==> src/rtl/cpu_mc_pkg.sv <==
// Shared definitions for the multi-cycle Hack-style core: FSM states, instruction
// field positions and ALU control bit indices.
package cpu_mc_pkg;

   typedef enum logic [2:0] {
      FETCH  = 3'd0,
      DECODE = 3'd1,
      MEM_RD = 3'd2,
      MEM_WR = 3'd3,
      WB     = 3'd4
   } state_e;

   // C-instruction field positions (low bits are width independent)
   localparam int JMP_LO  = 0;
   localparam int JMP_HI  = 2;
   localparam int DEST_M  = 3;
   localparam int DEST_D  = 4;
   localparam int DEST_A  = 5;
   localparam int COMP_LO = 6;
   localparam int COMP_HI = 11;
   localparam int ABIT    = 12;

   // Bit indices inside the 6-bit comp field
   localparam int ALU_NO = 0;
   localparam int ALU_F  = 1;
   localparam int ALU_NY = 2;
   localparam int ALU_ZY = 3;
   localparam int ALU_NX = 4;
   localparam int ALU_ZX = 5;

   // Bit indices inside the 3-bit jump field
   localparam int J_GT = 0;
   localparam int J_EQ = 1;
   localparam int J_LT = 2;

   // The instruction-type bit is the MSB, so it moves with the word width
   function automatic int type_bit(input int w);
      return w - 1;
   endfunction

endpackage

==> src/rtl/cpu_mc_alu.sv <==
// Combinational Hack ALU with zero/negative flags and jump-condition evaluation.
module cpu_mc_alu
   import cpu_mc_pkg::*;
#(
   parameter int W = 16
) (
   input  logic [W-1:0] x_i,
   input  logic [W-1:0] y_i,
   input  logic [5:0]   comp_i,
   input  logic [2:0]   jmp_i,
   output logic [W-1:0] result_o,
   output logic         zr_o,
   output logic         ng_o,
   output logic         taken_o
);

   logic [W-1:0] x_z, x_n, y_z, y_n, f_out;

   always_comb begin
      x_z      = comp_i[ALU_ZX] ? '0 : x_i;
      x_n      = comp_i[ALU_NX] ? ~x_z : x_z;
      y_z      = comp_i[ALU_ZY] ? '0 : y_i;
      y_n      = comp_i[ALU_NY] ? ~y_z : y_z;
      f_out    = comp_i[ALU_F] ? (x_n + y_n) : (x_n & y_n);
      result_o = comp_i[ALU_NO] ? ~f_out : f_out;
      zr_o     = (result_o == '0);
      ng_o     = result_o[W-1];
      taken_o  = (jmp_i[J_LT] & ng_o) | (jmp_i[J_EQ] & zr_o) | (jmp_i[J_GT] & ~zr_o & ~ng_o);
   end

endmodule

==> src/rtl/cpu_mc.sv <==
// Multi-cycle Hack-style core with req/ack instruction and data ports.
// Optional retired-instruction counter enabled by defining CPU_MC_PERF_EN.
module cpu_mc
   import cpu_mc_pkg::*;
#(
   parameter int          W        = 16,
   parameter int          AW       = 16,
   parameter logic [AW-1:0] RESET_PC = '0
) (
   input  logic          clk,
   input  logic          reset,
   input  logic          run,
   output logic          imem_req,
   output logic [AW-1:0] imem_addr,
   input  logic          imem_ack,
   input  logic [W-1:0]  imem_rdata,
   output logic          dmem_req,
   output logic          dmem_we,
   output logic [AW-1:0] dmem_addr,
   output logic [W-1:0]  dmem_wdata,
   input  logic          dmem_ack,
   input  logic [W-1:0]  dmem_rdata,
   output logic [AW-1:0] pc,
   output logic [W-1:0]  out
`ifdef CPU_MC_PERF_EN
   ,
   output logic [31:0]   retired
`endif
);

   localparam int TYPE = type_bit(W);

   state_e        state_q, state_d;
   logic [AW-1:0] pc_q, pc_d;
   logic [W-1:0]  a_q, a_d, d_q, d_d, ir_q, ir_d, m_q, m_d, out_q, out_d;
   logic          fetch_busy_q, fetch_busy_d;

   logic [W-1:0]  alu_result;
   logic          alu_zr, alu_ng, alu_taken;
   logic          is_c, dest_m;

   assign is_c   = ir_q[TYPE];
   assign dest_m = is_c & ir_q[DEST_M];

   cpu_mc_alu #(.W(W)) u_alu (
      .x_i      (d_q),
      .y_i      (ir_q[ABIT] ? m_q : a_q),
      .comp_i   (ir_q[COMP_HI:COMP_LO]),
      .jmp_i    (ir_q[JMP_HI:JMP_LO]),
      .result_o (alu_result),
      .zr_o     (alu_zr),
      .ng_o     (alu_ng),
      .taken_o  (alu_taken)
   );

   // A fetch already on the bus stays requested even if run drops mid-wait
   assign imem_req   = ~reset & (state_q == FETCH) & (run | fetch_busy_q);
   assign imem_addr  = pc_q;
   assign dmem_req   = ~reset & ((state_q == MEM_RD) | (state_q == MEM_WR));
   assign dmem_we    = (state_q == MEM_WR);
   assign dmem_addr  = a_q[AW-1:0];
   assign dmem_wdata = alu_result;
   assign pc         = pc_q;
   assign out        = out_q;

   always_comb begin
      state_d      = state_q;
      pc_d         = pc_q;
      a_d          = a_q;
      d_d          = d_q;
      ir_d         = ir_q;
      m_d          = m_q;
      out_d        = out_q;
      fetch_busy_d = 1'b0;
      case (state_q)
         FETCH: begin
            if (imem_req && imem_ack) begin
               ir_d    = imem_rdata;
               state_d = DECODE;
            end else begin
               fetch_busy_d = imem_req;
            end
         end
         DECODE: begin
            if (!is_c)           state_d = WB;
            else if (ir_q[ABIT]) state_d = MEM_RD;
            else if (dest_m)     state_d = MEM_WR;
            else                 state_d = WB;
         end
         MEM_RD: begin
            if (dmem_ack) begin
               m_d     = dmem_rdata;
               state_d = dest_m ? MEM_WR : WB;
            end
         end
         MEM_WR: begin
            if (dmem_ack) state_d = WB;
         end
         WB: begin
            state_d = FETCH;
            if (!is_c) begin
               a_d  = {1'b0, ir_q[W-2:0]};
               pc_d = pc_q + AW'(1);
            end else begin
               out_d = alu_result;
               // Jump target is the A value from before this writeback
               pc_d  = alu_taken ? a_q[AW-1:0] : pc_q + AW'(1);
               if (ir_q[DEST_A]) a_d = alu_result;
               if (ir_q[DEST_D]) d_d = alu_result;
            end
         end
         default: state_d = FETCH;
      endcase
   end

   always_ff @(posedge clk) begin
      if (reset) begin
         state_q      <= FETCH;
         pc_q         <= RESET_PC;
         a_q          <= '0;
         d_q          <= '0;
         ir_q         <= '0;
         m_q          <= '0;
         out_q        <= '0;
         fetch_busy_q <= 1'b0;
      end else begin
         state_q      <= state_d;
         pc_q         <= pc_d;
         a_q          <= a_d;
         d_q          <= d_d;
         ir_q         <= ir_d;
         m_q          <= m_d;
         out_q        <= out_d;
         fetch_busy_q <= fetch_busy_d;
      end
   end

`ifdef CPU_MC_PERF_EN
   logic [31:0] retired_q, retired_d;

   assign retired_d = retired_q + ((state_q == WB) ? 32'd1 : 32'd0);
   assign retired   = retired_q;

   always_ff @(posedge clk) begin
      if (reset) retired_q <= '0;
      else       retired_q <= retired_d;
   end
`endif

endmodule
==> config.mk <==
export PLATFORM = sky130hd
export DESIGN_NAME = cpu_mc
export DESIGN_NICKNAME = d
export VERILOG_FILES = /design/src/rtl/cpu_mc_pkg.sv /design/src/rtl/cpu_mc_alu.sv /design/src/rtl/cpu_mc.sv
export SDC_FILE = /design/constraint.sdc
export NUM_CORES = 1
export LEC_CHECK = 0
export BUFFER_PORTS_ARGS = -buffer_cell sky130_fd_sc_hd__buf_2
export CORE_AREA = 2 2 108 110
export CTS_BUF_LIST = sky130_fd_sc_hd__clkbuf_4 sky130_fd_sc_hd__clkbuf_8
export DETAILED_ROUTE_END_ITERATION = 16
export DIE_AREA = 0 0 110 112
export PLACE_DENSITY = 0.84
export SYNTH_ARGS = -nofsm -noshare
export SYNTH_HDL_FRONTEND = slang
export SYNTH_SLANG_ARGS = --single-unit
==> constraint.sdc <==
create_clock -name clk -period 13.16 [get_ports clk]
set_input_delay 3.948 -clock clk [delete_from_list [all_inputs] [get_ports clk]]
set_output_delay 3.948 -clock clk [all_outputs]
set_load 0.005 [all_outputs]
======== Word-level counts from Yosys, hierarchy flattened ========
Cells that the tools add are included.
cells by class
  $add $sub $neg .......................... 2
  $mul .................................... 0
  div/mod/pow operators ................... 0
  magnitude comparators ................... 0
  equal/unequal tests ..................... 8
  shifts and indexed selects .............. 0
  muxes and demuxes ....................... 18
  bitwise logic cells ..................... 20
  reductions and logical operators ........ 10
operator list
  operator               count
  $mux 16                11
  $not 16->16            3
  $mux 3                 6
  $add 16x1->16 const B  1
  $add 16x16->16         1
  $and 16x16->16         1
  $logic_not 16->1       1
  $pmux 3 s4             1
  $and 1x1->1            8
  $reduce_and 2->1       4
  $eq 3x2->1 const B     2
  $reduce_and 3->1       2
  $ne 2x1->1 const B     2
  $ne 2x2->1 const B     2
  $not 1->1              4
  $or 1x1->1             4
  $eq 3x1->1 const B     1
  $eq 3x3->1 const B     1
  $logic_not 3->1        1
  $reduce_or 3->1        1
  $logic_and 1x1->1      1
storage, ports and cells
  register bits after elaboration ......... 100
  latch bits .............................. 0
  memory bits (writable) .................. 0
  ROM bits ................................ 0
  input port bits ......................... 37
  word-level logic and storage cells ...... 66
  memories kept ........................... 0

======== Longest topological paths before layout ========
  depth in word-level cells ............... 15
  mapped depth ............................ 18
  mapped depth without buffers ............ 16

======== Modules after synthesis ========
A second synthesis with hierarchy kept.
second synthesis, totals
  cell total of the unflattened synthesis .. 789
  area total of the unflattened synthesis .. 6316.1 sq um
by module, submodules not included
  module      times used  cells each  area an instance (sq um)  sequential area each (sq um)
  cpu_mc      1           544         4495.6                    2001.9
  cpu_mc_alu  1           245         1820.5                    0.0

======== Worst setup path after synthesis ========
No wires, ideal clock.
  kind .................................... in2out
  from .................................... input reset
  to ...................................... output dmem_req
  arrival ................................. 4.735 ns
  data required time ...................... 9.212 ns
  path slack .............................. 4.477 ns
  cell stages on the path ................. 4
  path buffers ............................ 3
  path through ............................ clkbuf_1 > clkbuf_1 > clkbuf_1 > nor3b_1
between the ends
  cells in the longest elaborated chain, start to end .. 2
RTL lines
  what             line          RTL
  start, declared  cpu_mc.sv:11  input logic reset,
  $not 1->1        cpu_mc.sv:59  assign dmem_req = ~reset & ((state_q == MEM_RD) | (state_q == MEM_WR));
  $and 1x1->1      cpu_mc.sv:59
  end, declared    cpu_mc.sv:17  output logic dmem_req,
Every way passes these cells.

======== Final worst setup path ========
  from .................................... input reset
  to ...................................... output imem_req
between the ends
  cells in the longest elaborated chain, start to end .. 3
RTL lines
  what                      line          RTL
  $not 1->1                 cpu_mc.sv:57  assign imem_req = ~reset & (state_q == FETCH) & (run | fetch_busy_q);
  $and 1x1->1 (2 in a row)  cpu_mc.sv:57
  end, declared             cpu_mc.sv:13  output logic imem_req,
Every way passes these cells.

==> impl_results.md <==
* Peak VDD IR at 0.1050 mV
* Clock buffer depth at 2
* Routed WL per cell at 16.51 um
* EDFF count, synth at 0
* Netlist cell types at 73
* I/O Pins at 120
* Vias at 6139
* CTS tree: done
* Mapped Area at 6495 um^2
* Worst clock skew at 12.82 ps
* Global-route wire length before repair at 27920 um
* MaxCap Viol Count at 0
* Most common cell after layout, fill and taps aside: nand2_1
* Final setup viols at 0
* Seq/Total Area, Yosys at 30.82%
* PwrDens at 85.17 nW/um^2
* Overflow left after global routing at 0
* Clock Sinks at 100
* Leading cell types in the layout, fill and taps excluded: 149 x nand2_1, 118 x buf_2, 100 x dfxtp_1, 80 x a21oi_1, 58 x nor2_1
* Final nets at 953
* GRT Total Usage at 28.64%
* Async S/R FF share, synth at 0%
* Die ar. at 12320 um^2
* Cts hold-fix bufs at 0
* CP Data Arrival Time at 4930 ps
* Layout cell share with drive strength beyond 1 at 18.40%
* Worst setup margin at 4287 ps
* Starting density of the core at 58.12%
* Yosys reg bits at 100
* Fin Hold WS at 458.8 ps
* Tightest Pin Transition at 1042 ps
* CTS Root Cell: clkbuf_8
* Largest net degree at the start of global routing at 92
* Tmin final at 8873 ps
* Post_cts resized at 0
* RePlAce Congestion at 0.9221
* Fin util at 63.95%
* Critical Path Start Type: input pin
* Final worst path period share at 67.42%
* Syn Area/Cell at 7.769 um^2
* F_max at 0.1127 GHz
* I/O Buffers at 119
* ANT cells at 0
* CP Class: in -> out
* H-tree depth at 3
* Post-CTS Setup Bufs at 0
* Layout area overhead at 10.02%
* Num CTS Buffers at 9
* Fin cells at 1045
* TNS Setup at 0 ps
* # DRC at 0
* Initial DRC count at 687
* Final Hold Viols at 0
* Main synth FF type: dfxtp_1
* Data required, critical path at 9210 ps
* Leak at 2.910 nW
* Syn Inst Count at 836
* Crit Path Max Fanout at 50
* Via-per-instance ratio at 5.875
* Worst hold-check path type: reg -> reg
* Critical path endpoint category: primary output
* Synth Net Count at 891
* Status: finished, final reports clean
* Die width at 110 um
* ANT nets after route at 0
* DPL Wire Length at 12350 um
* Worst-path clk slew at 90 ps
* Initial antenna violation count at 0
* RSZ-0062 raised after global routing: false
* Worst-skew pair later-pin latency at 380 ps
* Drt pass-1 iters at 5
* Slew Limit Fails at 0
* Worst rel slew slack at 30.46%
* Num rows at 39
* Chip height at 112 um
* Pre-CTS setup slack at 4297 ps
* Vias in the first global route at 5572
* Core Box Area at 11170 um^2
* Total Wirelength at 17250 um
* Placed insts at 1030
* Yosys synthesis warning count at 0
-- Yosys cell counts (3+ instances only) --
| cell | instances | area [um^2] |
|---|---|---|
| nand2_1 | 149 | 559.3 |
| dfxtp_1 | 100 | 2002 |
| a21oi_1 | 80 | 400.4 |
| nor2_1 | 58 | 217.7 |
| clkbuf_1 | 47 | 176.4 |
| xnor2_1 | 38 | 332.8 |
| mux2i_1 | 32 | 320.3 |
| nand3b_1 | 27 | 202.7 |
| nand3_1 | 23 | 115.1 |
| o21ai_0 | 22 | 110.1 |
| xor2_1 | 22 | 192.7 |
| a211oi_1 | 20 | 150.1 |
| buf_4 | 18 | 135.1 |
| nand2b_1 | 18 | 112.6 |
| a211o_1 | 17 | 148.9 |
| ha_1 | 17 | 212.7 |
| inv_1 | 15 | 56.30 |
| nor3b_1 | 15 | 112.6 |
| or4_1 | 13 | 97.59 |
| or3_1 | 10 | 62.56 |
| buf_1 | 7 | 26.28 |
| nor2b_1 | 6 | 37.54 |
| o211ai_1 | 6 | 45.04 |
| nor3_1 | 5 | 25.02 |
| a21o_1 | 4 | 30.03 |
| or2_2 | 4 | 25.02 |
| a221oi_1 | 3 | 26.28 |
| and3_1 | 3 | 18.77 |
| mux2_2 | 3 | 33.78 |
| o21ai_1 | 3 | 15.01 |
-- worst paths after layout --
| path | from | endpoint | slack, ps | cells after the start |
|---|---|---|---|---|
| worst max-delay path | reset | imem_req | 4290 | 4 |
| worst min-delay path | d_q[4] | d_q[4] | 460 | 2 |
| worst max register to register | ir_q[12] | imem_addr[0] | 7820 | 15 |
| worst min register to register | d_q[4] | d_q[4] | 460 | 2 |
-- metal layers --
layer  part of all wire (%)  up-vias  global-route usage, %
met1                     45     2862                  39.29
met4                    1.5        0                  7.342
met2                     46      231                  46.13
li1                       -     3028                      -
met5                      0        -                      0
met3                    7.1       18                  5.269
-- through the flow --
stage | area [um^2] | power (mW)
after floorplan | 6495 | 0.4010
after global placement | 6970 | 0.4288
after detailed placement | 6970 | 0.4303
after CTS | 7146 | 0.6094
after global routing | 7146 | 0.6349
final | 7146 | 0.6086
-- worst max-delay path, stage by stage --
cell    delay, ps
buf_4         260
or2_2         380
nor2_1        180
buf_2         140
-- cells by family after synthesis --
| group | count (synthesis) | share of synthesized area [%] |
|---|---|---|
| XOR/XNOR | 61 | 8.341 |
| adder cells (fa/ha/maj) | 18 | 3.583 |
| AO/OA/AOI/OAI | 182 | 18.32 |
| multiplexers | 36 | 5.683 |
| AND/OR/NAND/NOR | 346 | 26.55 |
| buffers and inverters | 93 | 6.704 |
| flip-flops | 100 | 30.82 |
-- sequential cells by signal, indices dropped and copies added (netlist names) --
signal / count
state_q: 3
fetch_busy_q: 1
ir_q: 16
imem_addr: 16
m_q: 16
out: 16
d_q: 16
dmem_addr: 16
-- where the power goes --
part | internal [mW] | switching, mW | total, mW
Clock | 0.0736 | 0.110 | 0.184
Sequential | 0.312 | 0.0176 | 0.330
Combinational | 0.0436 | 0.0514 | 0.0950
-- layout make-up --
type | instances | area (um^2)
multi-input cells | 643 | 4064
repair buffers | 128 | 665.6
well taps | 143 | 178.9
flip-flops and latches | 100 | 2002
fillers | 1028 | 4029
clock buffers | 10 | 137.6
inverters | 16 | 60.06
clock inverters | 5 | 37.54
(Power assumes the default switching activity.)
